<file path="config.mk">
export PLATFORM = sky130hd
export DESIGN_NAME = pipeline_ctrl
export DESIGN_NICKNAME = d
export VERILOG_FILES = /design/src/rtl/pipeline_ctrl_pkg.sv /design/src/rtl/pipeline_ctrl_creg.sv /design/src/rtl/pipeline_ctrl.sv
export SDC_FILE = /design/constraint.sdc
export NUM_CORES = 1
export LEC_CHECK = 0
export ABC_AREA = 1
export CAP_MARGIN = 20
export CORE_MARGIN = 2
export CORE_UTILIZATION = 49
export DETAILED_ROUTE_END_ITERATION = 12
export GPL_TIMING_DRIVEN = 1
export PLACE_DENSITY_LB_ADDON = 0.1
export SLEW_MARGIN = 10
export SYNTH_ARGS = -nofsm -noshare
export SYNTH_HDL_FRONTEND = slang
export SYNTH_SLANG_ARGS = --single-unit
</file>
<file path="constraint.sdc">
create_clock -name clk -period 2.8 [get_ports clk]
set_input_delay 0.7 -clock clk [delete_from_list [all_inputs] [get_ports clk]]
set_output_delay 0.7 -clock clk [all_outputs]
set_load 0.02 [all_outputs]
</file>
<file path="src/rtl/pipeline_ctrl_pkg.sv">
// Shared encodings, bus widths and state types for the pipeline controller.
package pipeline_ctrl_pkg;

    localparam int unsigned WordAddrBus = 30;
    localparam int unsigned WordDataBus = 32;
    localparam int unsigned RegAddrBus  = 5;
    localparam int unsigned IsaExpBus   = 3;

    localparam logic [1:0] CTRL_OP_NOP  = 2'd0;
    localparam logic [1:0] CTRL_OP_WRCR = 2'd1;
    localparam logic [1:0] CTRL_OP_EXRT = 2'd2;

    localparam logic [IsaExpBus-1:0] ISA_EXP_NO_EXP     = 3'd0;
    localparam logic [IsaExpBus-1:0] ISA_EXP_EXT_INT    = 3'd1;
    localparam logic [IsaExpBus-1:0] ISA_EXP_UNDEF_INSN = 3'd2;
    localparam logic [IsaExpBus-1:0] ISA_EXP_OVERFLOW   = 3'd3;
    localparam logic [IsaExpBus-1:0] ISA_EXP_MISS_ALIGN = 3'd4;
    localparam logic [IsaExpBus-1:0] ISA_EXP_TRAP       = 3'd5;
    localparam logic [IsaExpBus-1:0] ISA_EXP_PRV_VIO    = 3'd6;

    localparam logic CPU_KERNEL_MODE = 1'b0;
    localparam logic CPU_USER_MODE   = 1'b1;

    localparam logic [RegAddrBus-1:0] CREG_ADDR_STATUS     = 5'd0;
    localparam logic [RegAddrBus-1:0] CREG_ADDR_PRE_STATUS = 5'd1;
    localparam logic [RegAddrBus-1:0] CREG_ADDR_INT_MASK   = 5'd2;
    localparam logic [RegAddrBus-1:0] CREG_ADDR_EXP_CODE   = 5'd3;
    localparam logic [RegAddrBus-1:0] CREG_ADDR_EXP_VECTOR = 5'd4;
    localparam logic [RegAddrBus-1:0] CREG_ADDR_EPC        = 5'd5;

    typedef enum logic {StRun, StDrain} ctrl_state_e;

    // Which source drives the control-register write port this cycle.
    typedef enum logic [1:0] {CregWrNone, CregWrExp, CregWrExrt, CregWrCr} creg_wr_e;

endpackage

</file>
<file path="src/rtl/pipeline_ctrl_creg.sv">
// Control-register file: combinational read port, single write port whose
// source is exception entry, EXRT restore or a WRCR instruction.
module pipeline_ctrl_creg
    import pipeline_ctrl_pkg::*;
#(
    parameter int unsigned            IRQ_CH      = 8,
    parameter logic [WordAddrBus-1:0] EXP_VEC_RST = '0
) (
    input  logic                   clk,
    input  logic                   reset,
    input  creg_wr_e               wr_kind_i,
    input  logic [RegAddrBus-1:0]  wr_addr_i,
    input  logic [WordDataBus-1:0] wr_data_i,
    input  logic [WordAddrBus-1:0] exp_pc_i,
    input  logic [IsaExpBus-1:0]   exp_code_i,
    input  logic [RegAddrBus-1:0]  rd_addr_i,
    output logic [WordDataBus-1:0] rd_data_o,
    output logic                   exe_mode_o,
    output logic                   int_en_o,
    output logic [IRQ_CH-1:0]      int_mask_o,
    output logic [WordAddrBus-1:0] epc_o,
    output logic [WordAddrBus-1:0] exp_vector_o
);

    logic                   exe_mode_q, int_en_q, pre_exe_mode_q, pre_int_en_q;
    logic [IRQ_CH-1:0]      int_mask_q;
    logic [IsaExpBus-1:0]   exp_code_q;
    logic [WordAddrBus-1:0] epc_q, exp_vector_q;

    // Register update from the selected write source.
    always_ff @(posedge clk) begin
        if (reset) begin
            exe_mode_q     <= CPU_KERNEL_MODE;
            int_en_q       <= 1'b0;
            pre_exe_mode_q <= CPU_KERNEL_MODE;
            pre_int_en_q   <= 1'b0;
            int_mask_q     <= '1;
            exp_code_q     <= ISA_EXP_NO_EXP;
            epc_q          <= '0;
            exp_vector_q   <= EXP_VEC_RST;
        end else begin
            unique case (wr_kind_i)
                CregWrExp: begin
                    epc_q          <= exp_pc_i;
                    exp_code_q     <= exp_code_i;
                    pre_exe_mode_q <= exe_mode_q;
                    pre_int_en_q   <= int_en_q;
                    exe_mode_q     <= CPU_KERNEL_MODE;
                    int_en_q       <= 1'b0;
                end
                CregWrExrt: begin
                    exe_mode_q <= pre_exe_mode_q;
                    int_en_q   <= pre_int_en_q;
                end
                CregWrCr: begin
                    case (wr_addr_i)
                        CREG_ADDR_STATUS: begin
                            exe_mode_q <= wr_data_i[0];
                            int_en_q   <= wr_data_i[1];
                        end
                        CREG_ADDR_PRE_STATUS: begin
                            pre_exe_mode_q <= wr_data_i[0];
                            pre_int_en_q   <= wr_data_i[1];
                        end
                        CREG_ADDR_INT_MASK:   int_mask_q   <= wr_data_i[IRQ_CH-1:0];
                        CREG_ADDR_EXP_CODE:   exp_code_q   <= wr_data_i[IsaExpBus-1:0];
                        CREG_ADDR_EXP_VECTOR: exp_vector_q <= wr_data_i[WordDataBus-1:2];
                        CREG_ADDR_EPC:        epc_q        <= wr_data_i[WordDataBus-1:2];
                        default: ;
                    endcase
                end
                default: ;
            endcase
        end
    end

    // Combinational read mux; unmapped indices read zero.
    always_comb begin
        rd_data_o = '0;
        case (rd_addr_i)
            CREG_ADDR_STATUS:     rd_data_o = {30'b0, int_en_q, exe_mode_q};
            CREG_ADDR_PRE_STATUS: rd_data_o = {30'b0, pre_int_en_q, pre_exe_mode_q};
            CREG_ADDR_INT_MASK:   rd_data_o = WordDataBus'(int_mask_q);
            CREG_ADDR_EXP_CODE:   rd_data_o = WordDataBus'(exp_code_q);
            CREG_ADDR_EXP_VECTOR: rd_data_o = {exp_vector_q, 2'b00};
            CREG_ADDR_EPC:        rd_data_o = {epc_q, 2'b00};
            default:              rd_data_o = '0;
        endcase
    end

    assign exe_mode_o   = exe_mode_q;
    assign int_en_o     = int_en_q;
    assign int_mask_o   = int_mask_q;
    assign epc_o        = epc_q;
    assign exp_vector_o = exp_vector_q;

endmodule

</file>
<file path="src/rtl/pipeline_ctrl.sv">
// Pipeline sequencer: per-stage stall/flush, PC redirect and control-register
// commit from the MEM stage, with a one-cycle drain after every redirect.
module pipeline_ctrl
    import pipeline_ctrl_pkg::*;
#(
    parameter int unsigned            IRQ_CH      = 8,
    parameter logic [WordAddrBus-1:0] EXP_VEC_RST = '0
) (
    input  logic                   clk,
    input  logic                   reset,
    input  logic [IRQ_CH-1:0]      irq,
    output logic                   int_detect,
    input  logic                   if_busy,
    input  logic                   mem_busy,
    input  logic                   ld_hazard,
    input  logic                   mem_en,
    input  logic [WordAddrBus-1:0] mem_pc,
    input  logic [1:0]             mem_ctrl_op,
    input  logic [RegAddrBus-1:0]  mem_dst_addr,
    input  logic [WordDataBus-1:0] mem_wr_val,
    input  logic [IsaExpBus-1:0]   mem_exp_code,
    input  logic [RegAddrBus-1:0]  creg_rd_addr,
    output logic [WordDataBus-1:0] creg_rd_data,
    output logic                   exe_mode,
    output logic                   if_stall,
    output logic                   id_stall,
    output logic                   ex_stall,
    output logic                   mem_stall,
    output logic                   if_flush,
    output logic                   id_flush,
    output logic                   ex_flush,
    output logic                   mem_flush,
    output logic [WordAddrBus-1:0] new_pc
);

    ctrl_state_e            state_q, state_d;
    creg_wr_e               wr_kind;
    logic                   int_en, busy;
    logic [IRQ_CH-1:0]      int_mask;
    logic [WordAddrBus-1:0] epc, exp_vector;
    logic [IsaExpBus-1:0]   exp_code_sel;

    pipeline_ctrl_creg #(
        .IRQ_CH      (IRQ_CH),
        .EXP_VEC_RST (EXP_VEC_RST)
    ) u_creg (
        .clk          (clk),
        .reset        (reset),
        .wr_kind_i    (wr_kind),
        .wr_addr_i    (mem_dst_addr),
        .wr_data_i    (mem_wr_val),
        .exp_pc_i     (mem_pc),
        .exp_code_i   (exp_code_sel),
        .rd_addr_i    (creg_rd_addr),
        .rd_data_o    (creg_rd_data),
        .exe_mode_o   (exe_mode),
        .int_en_o     (int_en),
        .int_mask_o   (int_mask),
        .epc_o        (epc),
        .exp_vector_o (exp_vector)
    );

    assign int_detect   = int_en & (|(irq & ~int_mask));
    assign busy         = if_busy | mem_busy;
    // An interrupt taken on an instruction overrides its own exception code.
    assign exp_code_sel = int_detect ? ISA_EXP_EXT_INT : mem_exp_code;

    // Priority decode of the MEM-stage event into stalls, flushes and redirect.
    always_comb begin
        {if_stall, id_stall, ex_stall, mem_stall} = 4'b0000;
        {if_flush, id_flush, ex_flush, mem_flush} = 4'b0000;
        new_pc  = '0;
        wr_kind = CregWrNone;
        state_d = state_q;
        if (!reset) begin
            unique case (state_q)
                StRun: begin
                    if (busy) begin
                        {if_stall, id_stall, ex_stall, mem_stall} = 4'b1111;
                    end else if (mem_en && ((mem_exp_code != ISA_EXP_NO_EXP) || int_detect)) begin
                        {if_flush, id_flush, ex_flush, mem_flush} = 4'b1111;
                        new_pc  = exp_vector;
                        wr_kind = CregWrExp;
                        state_d = StDrain;
                    end else if (mem_en && (mem_ctrl_op == CTRL_OP_EXRT)) begin
                        {if_flush, id_flush, ex_flush} = 3'b111;
                        new_pc  = epc;
                        wr_kind = CregWrExrt;
                        state_d = StDrain;
                    end else if (mem_en && (mem_ctrl_op == CTRL_OP_WRCR)) begin
                        {if_flush, id_flush, ex_flush} = 3'b111;
                        new_pc  = mem_pc + 30'd1;
                        wr_kind = CregWrCr;
                        state_d = StDrain;
                    end else if (ld_hazard) begin
                        {if_stall, id_stall} = 2'b11;
                        ex_flush = 1'b1;
                    end
                end
                StDrain: begin
                    // The flushed MEM slot and hazard flag carry nothing valid here.
                    if (busy) begin
                        {if_stall, id_stall, ex_stall, mem_stall} = 4'b1111;
                    end else begin
                        state_d = StRun;
                    end
                end
                default: state_d = StRun;
            endcase
        end
    end

    // Sequencer state register.
    always_ff @(posedge clk) begin
        if (reset) begin
            state_q <= StRun;
        end else begin
            state_q <= state_d;
        end
    end

endmodule
</file>
==> impl_metrics.py, run 1 <==
metrics = {
    "run_status": {
        "status": "stopped before the end",
        "stop_stage": "global routing (5_1_grt)",
        "tool.error": "[ERROR GRT-0232] Routing congestion too high. Check the congestion heatmap in the GUI.",
    },
    "synth": {
        "syn-num-nets": 1067,
        "synth_area_leader_cell": "dfxtp_1",
        "synth_area_um2": 5552,
        "ys_seq_area_frac": 0.2741,
        "syn_avg_cell_area_um2": 5.694,
        "synthCells": 975,
        "synth_area_leaders": "dfxtp_1 27%, nand2_1 17%, nor2_1 13%",
        "synth_cell_types": 38,
        "synth_seq_cells": 76,
        "synth_top_area_frac": 0.2741,
        "yosysWarnings": 0,
    },
    "die": {
        "die_width_um": 110.4,
        "rows": 38,
        "io_pins": 163,
        "die_h_um": 110.4,
        "start_util": 0.5077,
    },
    "placement": {
        "io_buffers": 162,
        "place_congestion": 0.9789,
        "hpwl_um": 14580,
        "place_ws_ps": -1148,
        "place_area_um2": 8227,
    },
    "clock_network": {
        "ctsHoldBuffers": 0,
        "clock_path_buffers": 2,
        "root_buffer": "clkbuf_16",
        "htreeDepth": 3,
        "numCtsBuffers": 9,
        "clock_sinks": 76,
    },
    "global_routing": {
        "grt-ovfl-total": 7,
        "track_usage": 0.7869,
        "grt_max_degree": 74,
        "antenna_found_initial": 2,
    },
    "sta": {
        "endpoint_type": "primary output",
        "timing.grt.repair.worst_endpoint": "new_pc[26]",
    },
}
-- what timing repair did --
| action | in CTS |
|---|---|
| setup buffers | 32 |
| setup endpoints to repair | 113 |
| cloned | 2 |
| pin swaps | 76 |
| resized for setup | 597 |
-- per-stage QoR --
stage,std cells,utilization
4_1_cts,1404,0.8303
3_5_place_dp,1354,0.7523
3_3_place_gp,1354,0.7523
2_1_floorplan,975,-
-- cell usage after synthesis --
master and count:
a21oi_1 44, nor2_4 2, xnor2_1 4, o221ai_1 8
nor3_1 11, a22oi_1 2, buf_1 2, nor2_2 2
nand3b_1 2, nand2_2 2, nand3_1 62, buf_6 4
a31oi_1 3, nor3b_1 1, o21ai_0 55, xor2_1 4
inv_2 5, buf_4 6, a221oi_1 8, o211ai_2 2
nor4_1 5, nand2_1 257, dfxtp_1 76, o211ai_1 2
or2_2 2, a211oi_1 2, clkbuf_1 32, nor3_4 1
buf_2 9, a21oi_2 1, o21bai_1 1, ha_1 1
o22ai_1 29, nor2_1 192, inv_1 122, nand3_2 4
o32ai_1 1, nand4_1 9
-- kinds of logic after synthesis --
group           after synthesis  synth area share
xor+xnor                      8           0.01262
buf+inv                     180            0.1332
simple gates                552            0.4102
fa+ha+maj                     1          0.002253
flops                        76            0.2741
compound gates              158            0.1677
-- metal layers --
metal  GRT overflow  track usage
met5              0       0.4125
met4              4       0.7475
met3              0       0.6641
met2              3       0.9260
met1              0       0.7940
==> run 2, diff against run 1 <==
CORE_UTILIZATION = 40   (was 49)
PLACE_DENSITY_LB_ADDON = 0.15   (was 0.1)
==> impl_metrics.py, run 2 <==
metrics = {
    "clock_network": {
        "ctsHoldBuffers": 0,
        "tritoncts": "built",
        "clk_latency_ps": 350,
        "numCtsBuffers": 9,
        "root_buffer": "clkbuf_16",
        "clock_path_buffers": 2,
        "htreeDepth": 3,
        "path_clk_slew_ps": 70,
        "clock_sinks": 76,
    },
    "global_routing": {
        "grt_pass1_vias": 7148,
        "grt-ovfl-total": 0,
        "track_usage": 0.3142,
        "grt_max_degree": 35,
        "antenna_found_initial": 1,
        "grt_pass1_wl_um": 36260,
    },
    "worst_setup_path": {
        "crit_path_frequent_cell": "nor2_1",
        "slowest_stage": "nor4_2",
        "arrival_ps": 2210,
        "path_class": "input port to primary output",
        "crit_family": "simple AND/OR/NAND/NOR gates",
        "worst_r2r_endpoint": "u_creg.epc_o[25]",
        "crit_fanout": 4,
        "critPathBufInv": 3,
        "worstPathRequired_ps": 2100,
        "endpoint_kind": "primary output",
        "path_cells": "buf_8, buf_4, nand4_1, nor4_2, nand4_1, xor2_1, nor2_1, nor2_1, nor2_1, buf_4",
        "regToRegSetupSlack_ps": 280,
        "crit_path_start_kind": "input port",
        "max_stage_delay_ps": 370,
        "worst_r2r_startpoint": "u_creg.int_mask_o[2]",
        "worst-r2r-cell-count": 19,
    },
    "synth": {
        "synth_area_leader_cell": "dfxtp_1",
        "synth_most_common_cell": "nand2_1",
        "ys_seq_area_frac": 0.2741,
        "synth_seq_cells": 76,
        "netlist_top_cells_count": "257 x nand2_1, 192 x nor2_1, 122 x inv_1, 76 x dfxtp_1, 62 x nand3_1",
        "yosysWarnings": 0,
        "synth_top_flop_cell": "dfxtp_1",
        "syn_avg_cell_area_um2": 5.694,
        "syn-num-nets": 1067,
        "synthCells": 975,
        "synthArstFlopShare": 0,
        "synth_area_um2": 5552,
        "synth_area_leaders": "dfxtp_1 27%, nand2_1 17%, nor2_1 13%",
        "synth_top_area_frac": 0.2741,
        "synth_edf_count": 0,
        "synth_cell_types": 38,
    },
    "power": {
        "p_leak_nw": 4.872,
        "p_per_area_nw_per_um2": 306.4,
        "peakVddDrop_uv": 296.9,
    },
    "sta": {
        "setup_viol": 19,
        "fmax_mhz": 343.1,
        "fin_hold_ws_ps": 473.5,
        "finClkSkew_ps": 15.24,
        "fin_crit_sh": 1.041,
        "grt_setup_unrepaired": "yes",
        "hold_viol": 0,
        "worst_slack_ps": -114.5,
        "tightest_slew_ps": 460.7,
        "max-slew-margin-rel": 0.6900,
        "fin_crit_ps": 2914,
        "drv_slew": 0,
    },
    "final_layout": {
        "final_util": 0.7244,
        "nets": 1377,
        "syn_to_final_growth_pct": 79.02,
        "antenna_cells": 0,
        "mostFrequentLayoutCells": "223 x nand2_1, 171 x nor2_1, 171 x buf_4, 103 x inv_1, 75 x dfxtp_1",
        "final_common_cell": "nand2_1",
        "drive_gt1_frac": 0.3674,
        "fin_cells": 1470,
    },
    "detailed_routing": {
        "drc": 0,
        "routedWlPerCell_um": 16.88,
        "totalWireLength_um": 24820,
        "avgViaCountPerCell": 5.327,
        "drtAntennaViolNets": 0,
        "drt_iter0_drc": 776,
        "drt-pass1-iter-count": 5,
        "dr_total_vias": 7830,
    },
    "die": {
        "core_area_um2": 13720,
        "die_width_um": 121.8,
        "dieArea_um2": 14840,
        "rows": 43,
        "io_pins": 163,
        "die_h_um": 121.8,
        "start_util": 0.4047,
    },
    "hold_path": {
        "min_to": "state_q",
        "hp-class": "register to register",
        "min_path_cells": 2,
        "min-delay-start": "state_q",
    },
    "run_status": {
        "violations": "negative setup slack",
        "status": "complete, but fails checks",
    },
    "placement": {
        "io_buffers": 162,
        "placed_cells": 1403,
        "place_congestion": 0.9802,
        "hpwl_um": 15360,
    },
    "job": {
        "drv_cap": 0,
    },
}
## run 2: cell counts after synthesis
No cell type changed its count.
## run 2: metrics by stage
| stage | setup slack (ps) | instance area (µm²) | TNS [ps] | power, mW |
|---|---|---|---|---|
| final | -114.5 | 9938 | -716.9 | 3.045 |
| after global routing | -193.5 | 9938 | -2941 | 3.156 |
| after CTS | -147.1 | 9375 | -599.6 | 2.968 |
| after detailed placement | -1154 | 8419 | -70090 | 1.733 |
| after global placement | -1103 | 8419 | -68350 | 1.732 |
| after floorplan | -110.8 | 5563 | -792.8 | 1.364 |
## run 2: report_power, final
group / switching, mW / internal, mW / total [mW]
sequential: 0.00970 / 1.10 / 1.11
combinational: 0.417 / 0.394 / 0.811
clock: 0.475 / 0.650 / 1.13
## run 2: worst reg2reg max path, delay by kind of cell (launching register included)
family | cells | cell delay [ps]
compound gates | 1 | 90
buf+inv | 6 | 920
flops | 1 | 320
simple gates | 12 | 1080
## run 2: layer usage
layer,routed length [µm],vias up,global-route usage
met5,13,-,0
met4,852,2,0.1092
met3,2278,81,0.07303
met2,11290,432,0.5059
met1,10380,3570,0.4124
li1,-,3745,-
## run 2: timing repair
action	CTS	global route
pin swaps	75	62
gates cloned	6	3
hold endpoints to repair	0	0
endpoints found under the setup margin	101	62
buffers inserted	31	15
resized for setup	641	126
## run 2: worst max-delay path by stage
stage / cells after the start / from / to
after floorplan: 7 / mem_ctrl_op[1] / new_pc[17]
after global placement: 12 / mem_pc[1] / new_pc[18]
after detailed placement: 12 / mem_pc[1] / new_pc[18]
after CTS: 14 / mem_pc[1] / new_pc[20]
after global routing: 11 / mem_pc[22] / new_pc[25]
final: 10 / mem_pc[1] / new_pc[25]
## run 2: cell type report
type	instances	area (µm²)
clock buffers	13	260.3
clock inverters	3	21.27
fillers	1095	3781
inverters	127	489.2
multi-input cells	719	4103
flip-flops and latches	76	1523
well taps	180	225.2
repair buffers	352	3317
## run 2: cells by family (layout without fill, tap and decap cells)
kind of cell | Yosys count | count (layout) | synth area share
AND/OR/NAND/NOR | 552 | 552 | 0.4102
buffers and inverters | 180 | 495 | 0.1332
AO/OA/AOI/OAI | 158 | 158 | 0.1677
flip-flops | 76 | 76 | 0.2741
XOR/XNOR | 8 | 8 | 0.01262
adder cells (fa/ha/maj) | 1 | 1 | 0.002253
No activity file was read; power rests on OpenSTA's default activity.
==> variant, RTL diff (config.mk and constraints of run 2) <==
The package constant `IsaExpBus` goes from 3 to 6.
--- a/src/rtl/pipeline_ctrl_pkg.sv
+++ b/src/rtl/pipeline_ctrl_pkg.sv
@@ -4,7 +4,7 @@
     localparam int unsigned WordAddrBus = 30;
     localparam int unsigned WordDataBus = 32;
     localparam int unsigned RegAddrBus  = 5;
-    localparam int unsigned IsaExpBus   = 3;
+    localparam int unsigned IsaExpBus   = 6;
 
     localparam logic [1:0] CTRL_OP_NOP  = 2'd0;
     localparam logic [1:0] CTRL_OP_WRCR = 2'd1;
Interface: changed (resized mem_exp_code); port bits go from 163 to 166. The function was not compared with the original's and may differ.
==> variant against run 2 <==
Setup slack got worse by 120 ps; count of clock-buffer cells in the layout stayed put; critical path type unchanged; cell area down 2.0%; sequential cell count rose by 3; routed wire length up 0.45%; area after synthesis up 1.3%; critical path depth grew 3; the run still ends with negative setup slack left; power is 6.8% higher.
==> variant: results (changes against run 2) <==
metric,value,unit,change
outcome,"complete, but fails checks",,
violations,negative setup slack,,
yosysSeqAreaShare,0.2812,,+0.007142
ys_types,35,,-7.9%
slew_headroom,0.7022,,+0.01219
fin_worst_skew,6.401,ps,-8.834 ps
slowest_delay,260,ps,-110 ps
power_leakage,0.004519,uW,-7.3%
avgSynthCellArea,5.727,um^2,+0.59%
synthTopCellsByCount,"nand2_1 (237), nor2_1 (174), inv_1 (117), dfxtp_1 (79)",,
setup_viol_count_final,10,,-9
portBuffers,165,,+1.9%
drtIter0Drc,723,,-6.8%
synthTopCellsByArea,"dfxtp_1 (28%), nand2_1 (16%), nor2_1 (12%)",,
grt_start_max_net_pins,40,,+14%
grt_pass1_wl,37.49,mm,+3.4%
vias,7894,,+0.82%
numPlacedInstances,1426,,+1.6%
path_max_fanout,5,,+1
layout_setup_ws,-236.5,ps,-122.0 ps
firstDrtPassIters,6,,+1
globalplace.congestion,0.9618,,-1.9%
wirelength,24.93,mm,+0.45%
peakVddDrop,258.2,uV,-13%
hpwlAfterDp,16.84,mm,+9.6%
nNetsFinal,1387,,+0.73%
arrival,2340,ps,+130 ps
htreeDepth,3,,unchanged
grt_pass1_vias,7410,,+3.7%
clock_path_buffers,2,,unchanged
antenna_found_initial,0,,-1
stdcell_count,1478,,+0.54%
==> variant: routing by layer <==
metal | wire length (um) | vias to the layer above | global-route usage
met5 | 0 | - | 0
met4 | 723 | 0 | 0.1394
met3 | 1854 | 66 | 0.03996
met2 | 11930 | 373 | 0.5319
met1 | 10420 | 3641 | 0.4255
li1 | - | 3814 | -
==> variant: logic make-up after synthesis <==
family / synth area share
buffers and inverters: 0.1313
XOR/XNOR: 0.006230
AO/OA/AOI/OAI: 0.2113
adder cells (fa/ha/maj): 0.002224
AND/OR/NAND/NOR: 0.3677
flip-flops: 0.2812
==> variant: power by group <==
part	leakage (uW)	internal, uW	total, uW	switching [uW]
combinational	0.00372	371	758	387
sequential	0.000639	1150	1160	10.7
clock	0.000160	830	1340	509
total	0.00452	2350	3250	907
==> variant: path summary, 6_finish.rpt <==
kind                                      from                            end  slack (ps)  cells past startpoint
max                                  mem_pc[8]                     new_pc[26]        -240                     13
max reg2reg  u_creg.int_mask_o[3]$_SDFFE_PP1P_  u_creg.epc_o[28]$_SDFFE_PP0P_         290                     19
min                         state_q$_SDFF_PP0_             state_q$_SDFF_PP0_         470                      2
min reg2reg                 state_q$_SDFF_PP0_             state_q$_SDFF_PP0_         470                      2
==> variant: worst min-delay path: cells and delay by family, from the launching register on <==
family           cells  cell delay (ps)
and+or+nand+nor      2              100
DFF                  1              320
==> variant: area by class of cell <==
type	count	area, um^2
antenna	1	2.502
clock buffer	13	260.3
clock inverter	3	65.06
fill	1217	4086
inverter	119	465.4
multi-input combinational	725	3984
sequential	79	1582
tap	180	225.2
timing repair buffer	358	3157
==> variant: repair_timing <==
action                                  4_1_cts  5_1_grt
endpoints found under the setup margin       71       50
gates resized for setup                     553      140
pin swaps                                    79       60
gates cloned                                  4        0
buffers inserted                            107       15
==> variant: per-stage QoR <==
| step | area [um^2] | setup WS, ps | hold slack, ps | setup TNS (ps) |
|---|---|---|---|---|
| global route | 9738 | -330.6 | 488.0 | -2715 |
| CTS | 9353 | -262.0 | 469.7 | -1436 |
| detailed placement | 8573 | -1169 | 449.4 | -67260 |
| finish | 9741 | -236.5 | 465.1 | -1411 |
| global placement | 8573 | -1178 | 440.3 | -65290 |
| floorplan | 5650 | -47.07 | 427.7 | -302.3 |
